$ cat src/rtl/pong_match_if.sv
// Control/status bundle between the pong match sequencer and the frame/datapath side.
interface pong_match_if #(
  parameter int SCORE_W = 4
);
  // No valid/ready here: every input and output is a one-cycle pulse or a
  // level, sampled on each rising clk edge. Pulses are meaningful only in
  // the cycle they are high; levels hold until the driver changes them.
  logic                   frame_tick;
  logic                   start_btn;
  logic                   pause;
  logic                   miss_left;
  logic                   miss_right;
  logic                   phys_en;
  logic                   ball_reset;
  logic                   serve_dir;
  logic [2*SCORE_W-1:0]   score;
  logic [2:0]             state;
  logic                   game_over;
  logic                   winner;

  modport master (
    output frame_tick, start_btn, pause, miss_left, miss_right,
    input  phys_en, ball_reset, serve_dir, score, state, game_over, winner
  );

  modport slave (
    input  frame_tick, start_btn, pause, miss_left, miss_right,
    output phys_en, ball_reset, serve_dir, score, state, game_over, winner
  );
endinterface

$ cat src/rtl/pong_match_ctrl.sv
// Match sequencer for pong: gates physics steps, serves the ball and keeps score.
module pong_match_ctrl #(
  parameter int SERVE_DELAY = 60,
  parameter int WIN_SCORE   = 9,
  parameter int SCORE_W     = 4
) (
  input  logic         clk,
  input  logic         rst_n,
  pong_match_if.slave  bus
);
  typedef enum logic [2:0] {
    S_IDLE   = 3'd0,
    S_SERVE  = 3'd1,
    S_PLAY   = 3'd2,
    S_SCORED = 3'd3,
    S_OVER   = 3'd4
  } state_t;

  state_t             st;
  logic [7:0]         cnt;
  logic [SCORE_W-1:0] player_score;
  logic [SCORE_W-1:0] opp_score;
  logic               pend_player;
  logic               start_q;
  logic               phys_en_r;
  logic               ball_reset_r;
  logic               serve_dir_r;
  logic               game_over_r;
  logic               winner_r;
  logic               start_rise;
  logic [SCORE_W-1:0] player_next;
  logic [SCORE_W-1:0] opp_next;

  // A held button must not restart a finished match; only a fresh press counts.
  assign start_rise  = bus.start_btn & ~start_q;
  assign player_next = player_score + 1'b1;
  assign opp_next    = opp_score + 1'b1;

  always_ff @(posedge clk) begin
    if (!rst_n) begin
      st           <= S_IDLE;
      cnt          <= 8'd0;
      player_score <= '0;
      opp_score    <= '0;
      pend_player  <= 1'b0;
      start_q      <= 1'b0;
      phys_en_r    <= 1'b0;
      ball_reset_r <= 1'b0;
      serve_dir_r  <= 1'b1;
      game_over_r  <= 1'b0;
      winner_r     <= 1'b0;
    end else begin
      start_q      <= bus.start_btn;
      phys_en_r    <= 1'b0;
      ball_reset_r <= 1'b0;
      case (st)
        S_IDLE, S_OVER: begin
          if (start_rise) begin
            st           <= S_SERVE;
            player_score <= '0;
            opp_score    <= '0;
            serve_dir_r  <= 1'b1;
            winner_r     <= 1'b0;
            game_over_r  <= 1'b0;
            ball_reset_r <= 1'b1;
            cnt          <= 8'(SERVE_DELAY);
          end
        end
        S_SERVE: begin
          if (bus.frame_tick && !bus.pause) begin
            cnt <= cnt - 8'd1;
            if (cnt == 8'd1) st <= S_PLAY;
          end
        end
        S_PLAY: begin
          // A miss always takes priority over a physics step in the same cycle.
          if (bus.miss_left && bus.miss_right) begin
            st           <= S_SERVE;
            ball_reset_r <= 1'b1;
            cnt          <= 8'(SERVE_DELAY);
          end else if (bus.miss_left) begin
            st          <= S_SCORED;
            pend_player <= 1'b1;
            serve_dir_r <= 1'b0;
          end else if (bus.miss_right) begin
            st          <= S_SCORED;
            pend_player <= 1'b0;
            serve_dir_r <= 1'b1;
          end else begin
            phys_en_r <= bus.frame_tick & ~bus.pause;
          end
        end
        S_SCORED: begin
          if (pend_player) player_score <= player_next;
          else             opp_score    <= opp_next;
          if ((pend_player ? player_next : opp_next) == SCORE_W'(WIN_SCORE)) begin
            st          <= S_OVER;
            winner_r    <= pend_player;
            game_over_r <= 1'b1;
          end else begin
            st           <= S_SERVE;
            ball_reset_r <= 1'b1;
            cnt          <= 8'(SERVE_DELAY);
          end
        end
        default: st <= S_IDLE;
      endcase
    end
  end

  assign bus.phys_en    = phys_en_r;
  assign bus.ball_reset = ball_reset_r;
  assign bus.serve_dir  = serve_dir_r;
  assign bus.score      = {opp_score, player_score};
  assign bus.state      = st;
  assign bus.game_over  = game_over_r;
  assign bus.winner     = winner_r;
endmodule

$ cat src/flat_wrapper.sv
// flat-port wrapper written by rule: the top's interface ports become plain ports
module pong_match_ctrl_flat 
#(
  parameter int SERVE_DELAY = 60,
  parameter int WIN_SCORE   = 9,
  parameter int SCORE_W     = 4
)
  (clk, rst_n, bus_frame_tick, bus_start_btn, bus_pause, bus_miss_left, bus_miss_right, bus_phys_en, bus_ball_reset, bus_serve_dir, bus_score, bus_state, bus_game_over, bus_winner);
  pong_match_if #(.SCORE_W(SCORE_W)) bus_i ();
  input  logic clk;
  input  logic rst_n;
  input wire logic [$bits(bus_i.frame_tick)-1:0] bus_frame_tick;
  input wire logic [$bits(bus_i.start_btn)-1:0] bus_start_btn;
  input wire logic [$bits(bus_i.pause)-1:0] bus_pause;
  input wire logic [$bits(bus_i.miss_left)-1:0] bus_miss_left;
  input wire logic [$bits(bus_i.miss_right)-1:0] bus_miss_right;
  output wire logic [$bits(bus_i.phys_en)-1:0] bus_phys_en;
  output wire logic [$bits(bus_i.ball_reset)-1:0] bus_ball_reset;
  output wire logic [$bits(bus_i.serve_dir)-1:0] bus_serve_dir;
  output wire logic [$bits(bus_i.score)-1:0] bus_score;
  output wire logic [$bits(bus_i.state)-1:0] bus_state;
  output wire logic [$bits(bus_i.game_over)-1:0] bus_game_over;
  output wire logic [$bits(bus_i.winner)-1:0] bus_winner;
  assign bus_i.frame_tick = bus_frame_tick;
  assign bus_i.start_btn = bus_start_btn;
  assign bus_i.pause = bus_pause;
  assign bus_i.miss_left = bus_miss_left;
  assign bus_i.miss_right = bus_miss_right;
  assign bus_phys_en = bus_i.phys_en;
  assign bus_ball_reset = bus_i.ball_reset;
  assign bus_serve_dir = bus_i.serve_dir;
  assign bus_score = bus_i.score;
  assign bus_state = bus_i.state;
  assign bus_game_over = bus_i.game_over;
  assign bus_winner = bus_i.winner;
  pong_match_ctrl #(.SERVE_DELAY(SERVE_DELAY), .WIN_SCORE(WIN_SCORE), .SCORE_W(SCORE_W)) u_core (.clk(clk), .rst_n(rst_n), .bus(bus_i));
endmodule
$ cat config.mk
export PLATFORM = sky130hd
export DESIGN_NAME = pong_match_ctrl_flat
export DESIGN_NICKNAME = d
export VERILOG_FILES = /design/src/rtl/pong_match_if.sv /design/src/rtl/pong_match_ctrl.sv /design/src/flat_wrapper.sv
export SDC_FILE = /design/constraint.sdc
export NUM_CORES = 1
export LEC_CHECK = 0
export ABC_AREA = 0
export CORE_UTILIZATION = 52
export DETAILED_ROUTE_END_ITERATION = 10
export HOLD_SLACK_MARGIN = 0.1
export MAX_ROUTING_LAYER = met4
export PLACE_DENSITY_LB_ADDON = 0.2
export SYNTH_ARGS = -nofsm -noshare
export SYNTH_HDL_FRONTEND = slang
export SYNTH_SLANG_ARGS = --single-unit
$ cat constraint.sdc
create_clock -name clk -period 2.2 [get_ports clk]
set_input_delay 0.33 -clock clk [delete_from_list [all_inputs] [get_ports clk]]
set_output_delay 0.33 -clock clk [all_outputs]
set_load 0.01 [all_outputs]
==> results of run 1 <==
## metal layers
| metal | track usage | part of all wire | up-vias |
|---|---|---|---|
| met4 | 0.0983 | 0.010 | 0 |
| met5 | - | 0 | - |
| li1 | - | - | 662 |
| met2 | 0.429 | 0.50 | 31 |
| met3 | 0.0528 | 0.031 | 4 |
| met1 | 0.305 | 0.46 | 633 |
## layout by cell type, fill, tap and decap left out, types with 6 or more instances in the layout
cell type	count
nand2_1	21
o21ai_0	8
dfxtp_1	26
a21oi_1	10
nand3b_1	6
nor2_1	15
clkdlybuf4s50_1	22
nor3_1	7
ha_1	6
inv_1	6
a31oi_1	6
## worst min-delay path, cell delays in order (launching register included)
cell and delay [ps]:
dfxtp_1 340, nand2_1 50, a21boi_0 60
## sequential cells by signal (all words and copies together) (netlist names), 3 cells and up
signal and flops:
u_core.player_score 4, u_core.cnt 8, u_core.opp_score 4, u_core.bus.state 3
## cell families (layout without fill, tap and decap cells)
kind of cell             after synthesis  after routing  synth area share
AND/OR/NAND/NOR                       78             78             0.298
AO/OA/AOI/OAI                         43             43             0.195
flip-flops                            26             26             0.362
buffers and inverters                 14             35            0.0523
adder cells (fa/ha/maj)                6              6            0.0523
multiplexers                           4              4            0.0279
XOR/XNOR                               2              2            0.0122
## cell type report
type / count / area, um^2
Inverter: 7 / 28.8
Multi-Input combinational cell: 133 / 841
Timing Repair Buffer: 24 / 235
Clock buffer: 4 / 36.3
Fill cell: 212 / 846
Tap cell: 30 / 37.5
Sequential cell: 26 / 520
## stage by stage
step	worst slack, ps	instances	hold WS (ps)	utilization	total power, mW
6_report	280	224	485	0.668	1.50
5_1_grt	195	224	501	0.668	1.60
4_1_cts	249	224	490	0.668	1.51
3_5_place_dp	221	220	468	0.653	1.26
3_3_place_gp	284	220	450	0.653	1.23
2_1_floorplan	412	173	452	-	1.13
## synthesized netlist by cell type
master,number
o21a_1,4
nor2b_1,5
nand4_1,5
nor4b_2,1
xnor2_1,1
inv_1,6
nor2_1,15
dfxtp_1,26
nand2b_1,2
nor3b_4,1
a21oi_1,10
nand3b_1,6
mux2i_1,4
a21boi_0,4
and4bb_1,1
buf_6,2
inv_4,1
o31ai_1,3
o21ai_0,8
nor3_1,7
ha_1,6
nand3_1,3
o22ai_1,2
and3_1,1
o211a_1,1
o221a_2,1
clkbuf_1,3
nor4_1,1
xor2_1,1
o2111a_1,1
and2_1,4
nand4b_1,1
nor4b_1,2
o31a_1,1
a31oi_1,6
nand2_1,21
a41oi_1,1
buf_2,1
a21o_1,1
buf_4,1
or3_1,2
## worst min-delay path by stage
stage / slack (ps) / startpoint / endpoint
5_1_grt: 500 / u_core.bus.game_over / u_core.bus.game_over
4_1_cts: 490 / u_core.bus.game_over / u_core.bus.game_over
3_3_place_gp: 450 / u_core.bus.game_over / u_core.bus.game_over
2_1_floorplan: 450 / bus_start_btn / u_core.start_q
3_5_place_dp: 470 / u_core.bus.serve_dir / u_core.bus.serve_dir
6_report: 480 / u_core.bus.game_over / u_core.bus.game_over
## power by group through the flow
stage / Sequential (mW) / Clock (mW) / Combinational, mW
5_1_grt: 0.684 / 0.266 / 0.653
6_report: 0.668 / 0.241 / 0.586
2_1_floorplan: 0.630 / 0 / 0.495
4_1_cts: 0.666 / 0.257 / 0.587
3_3_place_gp: 0.670 / 0 / 0.565
3_5_place_dp: 0.675 / 0 / 0.583
==> run summary, run 1 <==
peak clock frequency supported by timing = 521 MHz
fin nets = 208
part of the power in combinational logic = 0.392
slew at the pin closest to its max-slew limit = 487 ps
maximum root-to-sink buffer count = 2
x dimension of the die = 54.6 um
result of the run = complete, no violations
post-CTS clock slew at the launch and capture registers of the worst setup and hold paths = 140 ps
count of final hold-check violations = 0
worst min-delay path class = reg2reg
# Max-Cap Violations = 0
number of cells on the worst reg-to-reg path = 6
I/O pin count = 23
leakage power = 0.613 nW
Die Area = 0.00298 mm^2
first-pass iteration count of the detailed router = 4
instance count of the mapped netlist = 173
Critical R2R Capture = u_core.cnt[4]
share of total power in sequential cells = 0.447
type of element capturing the critical path = primary output
Antenna Diode Count = 0
most area-consuming cells after synthesis = dfxtp_1, nand2_1, ha_1
wire length of the first global-routing pass = 5300 um
final period utilization = 0.873
Switch Pwr = 0.583 mW
critical path data required time = 1870 ps
Mean Syn Cell Area = 8.30 um^2
#FFs+latches synth = 26
worst-path cell with the longest stage delay = dfxtp_1
number of placement rows = 18
area delta synth->final = 18.3%
start-to-end type of the worst setup path = reg2out
clock period minus worst slack = 1920 ps
clock network fraction of design power = 0.161
die height = 54.6 um
Yosys top cell by area = dfxtp_1
longest individual stage delay on the worst path = 640 ps
share of cells above drive strength 1 = 0.0515
remaining antenna violation count after routing = 0
maximum fanout count along the critical path = 15
TritonCTS clock tree = done
Worst Clk Skew = 5.36 ps
count of cells resized by post-cts repair = 0
Skew-Pair Late Insertion Delay = 330 ps
capture point of the worst path = bus_state[0]
global router's overall resource usage = 0.259
type of element launching the critical path = flop
data arrival time of the worst path = 1590 ps
number of clock sinks = 26
# port buffers = 22
Final GP Congestion = 0.932
via density per instance = 5.94
# Post-CTS Setup Buffers = 0
H-tree levels = 1
FF-to-FF setup slack = 340 ps
Warnings, synthesis = 0
setup-violating endpoint count in the final report = 0
vias in the first global route = 1,140
synth unique cells = 41
half-perimeter wire length after placement = 2350 um
kind of cell adding the most delay to the critical path = flip-flops
CTS root buf = clkbuf_4
total wire length after detailed routing = 3170 um
Slew Limit Headroom = 0.675
worst setup path start = u_core.bus.state[0]
number of hold-repair buffers added at the cts stage = 0
Initial DRC Count = 24
grt ovf = 0
CORE AREA = 0.00254 mm^2
largest net degree at the start of global routing = 16
per-cell routed wire length = 14.1 um
VDD IR max = 0.000594 V
Post-Syn Area = 0.00144 mm^2
Initial Util = 0.564
switch share = 0.389
number of antenna violations at the first check in global routing = 0
CP Cell Sequence = clkdlybuf4s50_1
startpoint of the most critical register-to-register path = u_core.player_score[0]
area share of the largest cell type after synthesis = 0.362
Final Max Tran Viols = 0
setup repair after global routing missed its margin = false
sequential-to-total area share from yosys stat = 0.362
pwr/cell area = 880 mW/mm^2
setup TNS = 0 ps
residual DRC count = 0
instance area after placement = 0.00166 mm^2
Worst path depth = 1
Post-Synthesis Net Count = 186
number of buffers created by CTS = 3
Hold Path Stages = 2
Final Instance Area = 0.00170 mm^2
cell internal power dissipation = 0.913 mW
total vias in the final route = 1,330
Worst Path Buf+Inv = 1
(Power assumes the default switching activity.)
==> run 2: changes to the inputs <==
SETUP_SLACK_MARGIN = 0.3   (was not set)
==> run summary, run 2 (synthesized netlist as in run 1, its figures left out) <==
data arrival time of the worst path = 2040 ps
area delta synth->final = 19.3%
flip-flop count of the largest register, all copies and words added = 8
CORE AREA = 0.00254 mm^2
vias in the first global route = 1,140
post-CTS clock slew at the launch and capture registers of the worst setup and hold paths = 140 ps
Antenna Diode Count = 0
half-perimeter wire length after placement = 2350 um
H-tree levels = 1
number of antenna violations at the first check in global routing = 0
# Post-CTS Setup Buffers = 0
# Max-Cap Violations = 0
pwr/cell area = 886 mW/mm^2
biggest registers after layout = u_core.cnt: 8 flops, u_core.opp_score: 4 flops, u_core.player_score: 4 flops
count of final hold-check violations = 0
number of clock sinks = 26
type of element capturing the critical path = flop
global router's overall resource usage = 0.259
Hold EP = u_core.bus.game_over
setup ws final = 388 ps
setup slack at placement = 221 ps
register ranked first by flip-flop count = u_core.cnt
first-pass iteration count of the detailed router = 4
CTS root buf = clkbuf_4
Initial Util = 0.564
Worst Path Buf+Inv = 0
grt ovf = 0
VDD IR max = 0.000599 V
largest net degree at the start of global routing = 16
number of buffers created by CTS = 3
I/O pin count = 23
residual DRC count = 0
clock period minus worst slack = 1810 ps
die height = 54.6 um
result of the run = complete, no violations
switch share = 0.389
Final GP Congestion = 0.932
total vias in the final route = 1,335
part of the power in combinational logic = 0.398
Hold Path Stages = 2
share of total power in sequential cells = 0.442
Critical R2R Capture = u_core.cnt[4]
final period utilization = 0.823
maximum fanout count along the critical path = 8
Initial DRC Count = 28
FF-to-FF setup slack = 390 ps
Skew-Pair Late Insertion Delay = 330 ps
Worst Clk Skew = 8.16 ps
slew at the pin closest to its max-slew limit = 510 ps
Final Max Tran Viols = 0
remaining antenna violation count after routing = 0
fin nets = 208
peak clock frequency supported by timing = 552 MHz
# port buffers = 22
Switch Pwr = 0.590 mW
Die Area = 0.00298 mm^2
Slew Limit Headroom = 0.659
worst min-delay path class = reg2reg
number of placement rows = 18
longest individual stage delay on the worst path = 370 ps
setup repair after global routing missed its margin = true
cell internal power dissipation = 0.927 mW
share of cells above drive strength 1 = 0.0722
start-to-end type of the worst setup path = reg2reg
CP Cell Sequence = ha_1 > and4bb_1 > nand3b_1 > a21o_1 > o221a_4 > o2111a_1
via density per instance = 5.96
startpoint of the most critical register-to-register path = u_core.player_score[0]
critical path data required time = 2430 ps
wire length of the first global-routing pass = 5300 um
Fillers = 211
x dimension of the die = 54.6 um
leakage power = 0.621 nW
TritonCTS clock tree = done
worst-path cell with the longest stage delay = dfxtp_2
kind of cell adding the most delay to the critical path = compound AO/OA/AOI/OAI gates
setup-violating endpoint count in the final report = 0
maximum root-to-sink buffer count = 2
type of element launching the critical path = flop
per-cell routed wire length = 14.3 um
total wire length after detailed routing = 3210 um
number of cells on the worst reg-to-reg path = 6
clock network fraction of design power = 0.160
commonest cells after routing, fill and taps aside = clkdlybuf4s50_1, dfxtp_1, nand2_1
setup TNS = 0 ps
min-delay src = u_core.bus.game_over
[run 2: changes by cell type in the layout (fill, tap and decap cells not counted)]
| cell | before | now |
|---|---|---|
| o221a_4 | 0 | 1 |
| dfxtp_1 | 26 | 22 |
| o221a_2 | 1 | 0 |
| dfxtp_2 | 0 | 4 |
[run 2: routing by layer]
layer	wire length [um]	global-route usage	up-vias
li1	-	-	660
met1	1400	0.305	625
met2	1610	0.429	46
met3	171	0.0528	4
met4	33	0.0983	0
met5	0	-	-
[run 2: cell type report]
class,instances,area [um^2],share of cell area
Clock buffer,4,36.3,0.0212
Multi-Input combinational cell,133,850,0.496
Tap cell,30,37.5,0.0219
Inverter,7,28.8,0.0168
Sequential cell,26,526,0.307
Timing Repair Buffer,24,235,0.137
[run 2: worst max path at each step]
stage	slack (ps)	from	cells after the start	end
floorplan	410	u_core.player_score[0]	7	u_core.cnt[4]
global placement	280	bus_miss_left	6	u_core.cnt[4]
detailed placement	220	bus_miss_left	8	u_core.bus.serve_dir
CTS	310	u_core.bus.state[2]	1	bus_state[2]
global route	290	u_core.player_score[0]	6	u_core.cnt[4]
finish	390	u_core.player_score[0]	6	u_core.cnt[4]
[run 2: power groups by stage]
stage / combinational [mW] / sequential [mW] / clock (mW)
2_1_floorplan: 0.495 / 0.630 / 0
3_3_place_gp: 0.565 / 0.670 / 0
3_5_place_dp: 0.583 / 0.675 / 0
4_1_cts: 0.586 / 0.670 / 0.257
5_1_grt: 0.668 / 0.688 / 0.266
6_report: 0.603 / 0.671 / 0.243
[run 2: worst reg2reg max path, stage by stage (launching register included)]
cell and delay, ps:
dfxtp_2 370, ha_1 310, and4bb_1 280, nand3b_1 110, a21o_1 240, o221a_4 180, o2111a_1 240
[run 2: through the flow]
step | cells | area [um^2] | utilization | total power [mW] | hold slack (ps)
floorplan | 173 | 1440 | - | 1.13 | 452
global placement | 220 | 1660 | 0.653 | 1.23 | 450
detailed placement | 220 | 1660 | 0.653 | 1.26 | 468
CTS | 224 | 1700 | 0.669 | 1.51 | 490
global route | 224 | 1710 | 0.673 | 1.62 | 501
finish | 224 | 1710 | 0.673 | 1.52 | 485
[run 2: repair_timing]
| item | CTS | global route |
|---|---|---|
| gates resized for setup | 2 | 3 |
| endpoints found under the setup margin | 2 | 7 |
| hold buffers | 0 | 0 |
==> run 3: changes to the inputs <==
clock period = 1.9 ns   (was 2.2 ns; I/O delays follow)
==> run summary, run 3 (synthesized netlist as in run 1, its figures left out) <==
result of the run = complete, no violations
largest net degree at the start of global routing = 16
final period utilization = 0.884
first-pass iteration count of the detailed router = 4
critical path data required time = 2140 ps
post-CTS clock slew at the launch and capture registers of the worst setup and hold paths = 150 ps
setup-violating endpoint count in the final report = 0
commonest cells after routing, fill and taps aside = nand2_1, clkdlybuf4s50_1, buf_4
biggest registers after layout = u_core.cnt: 8 flops, u_core.opp_score: 4 flops, u_core.player_score: 4 flops
grt ovf = 0
setup repair after global routing missed its margin = true
leading cell type in the layout, fill and taps excluded = nand2_1
leakage power = 0.725 nW
x dimension of the die = 54.6 um
remaining antenna violation count after routing = 0
TritonCTS clock tree = done
half-perimeter wire length after placement = 2350 um
setup slack at placement = -52.5 ps
via density per instance = 5.90
wire length of the first global-routing pass = 5630 um
Initial Util = 0.564
Final GP Congestion = 0.863
pwr/cell area = 967 mW/mm^2
total vias in the final route = 1,409
# port buffers = 22
type of element launching the critical path = flop
residual DRC count = 0
Final Max Tran Viols = 0
type of element capturing the critical path = flop
number of clock sinks = 26
number of buffers created by CTS = 3
Final Instance Area = 0.00189 mm^2
CORE AREA = 0.00254 mm^2
area delta synth->final = 31.4%
peak clock frequency supported by timing = 596 MHz
flip-flop count of the largest register, all copies and words added = 8
Skew-Pair Late Insertion Delay = 330 ps
Worst Clk Skew = 15.3 ps
start-to-end type of the worst setup path = reg2reg
number of placement rows = 18
total wire length after detailed routing = 3450 um
Antenna Diode Count = 0
worst hold slack = 456 ps
Die Area = 0.00298 mm^2
VDD IR max = 0.000742 V
H-tree levels = 1
register ranked first by flip-flop count = u_core.cnt
utilization after layout = 0.742
slew at the pin closest to its max-slew limit = 487 ps
instance area after placement = 0.00173 mm^2
Slew Limit Headroom = 0.673
vias in the first global route = 1,274
setup ws final = 221 ps
CTS root buf = clkbuf_4
share of cells above drive strength 1 = 0.206
per-cell routed wire length = 14.4 um
number of antenna violations at the first check in global routing = 0
number of hold-repair buffers added at the cts stage = 0
# Max-Cap Violations = 0
setup TNS = 0 ps
count of final hold-check violations = 0
worst min-delay path class = in2reg
die height = 54.6 um
I/O pin count = 23
fin nets = 223
maximum root-to-sink buffer count = 2
maximum fanout count along the critical path = 8
data arrival time of the worst path = 1920 ps
global router's overall resource usage = 0.269
clock period minus worst slack = 1680 ps
Initial DRC Count = 34
[run 3: cell types whose count changed in the layout (fill, tap and decap cells not counted), sizes merged]
| cell | change |
|---|---|
| dlygate4sd2 | +1 |
| buf | +15 |
| dlymetal6s2s | +2 |
| clkdlybuf4s50 | -3 |
[run 3: final cells by class]
type / count / area [um^2]
clock buffer: 4 / 26.3
fill: 179 / 657
inverter: 7 / 28.8
multi-input combinational: 133 / 896
sequential: 26 / 548
tap: 30 / 37.5
timing repair buffer: 39 / 352
[run 3: path summary, 6_finish.rpt]
path	startpoint	to	slack, ps	cells past startpoint
max	u_core.player_score[1]	u_core.cnt[4]	220	6
min	bus_miss_left	u_core.pend_player	460	3
max reg2reg	u_core.player_score[1]	u_core.cnt[4]	220	6
min reg2reg	u_core.opp_score[3]	u_core.opp_score[3]	460	1
[run 3: through the flow]
step | std cells | power [mW]
final | 239 | 1.83
after global routing | 239 | 1.95
after CTS | 235 | 1.78
after detailed placement | 226 | 1.49
after global placement | 226 | 1.47
after floorplan | 173 | 1.30
[run 3: per-layer routing]
metal  vias up  part of all wire  track usage
li1        701                 -            -
met1       663              0.47        0.338
met2        43              0.48        0.451
met3         2             0.034       0.0333
met4         0            0.0067       0.0769
met5         -                 0            -
[run 3: report_power, final]
group / internal (mW) / leakage, nW / switching, mW
sequential: 0.636 / 0.218 / 0.129
combinational: 0.394 / 0.491 / 0.420
clock: 0.0822 / 0.0150 / 0.166
total: 1.11 / 0.725 / 0.714
[run 3: worst max-delay path: stages, from the launching register on]
cell and delay [ps]:
dfxtp_4 390, ha_4 230, and4bb_1 240, nand3b_1 110, a21o_1 220, o221a_4 160, o2111a_1 240
[run 3: what timing repair did]
item,4_1_cts,5_1_grt
gates cloned,0,0
endpoints found under the hold margin,0,0
buffers inserted,5,4
resized for setup,9,17
endpoints found under the setup margin,14,22
pin swaps,4,3
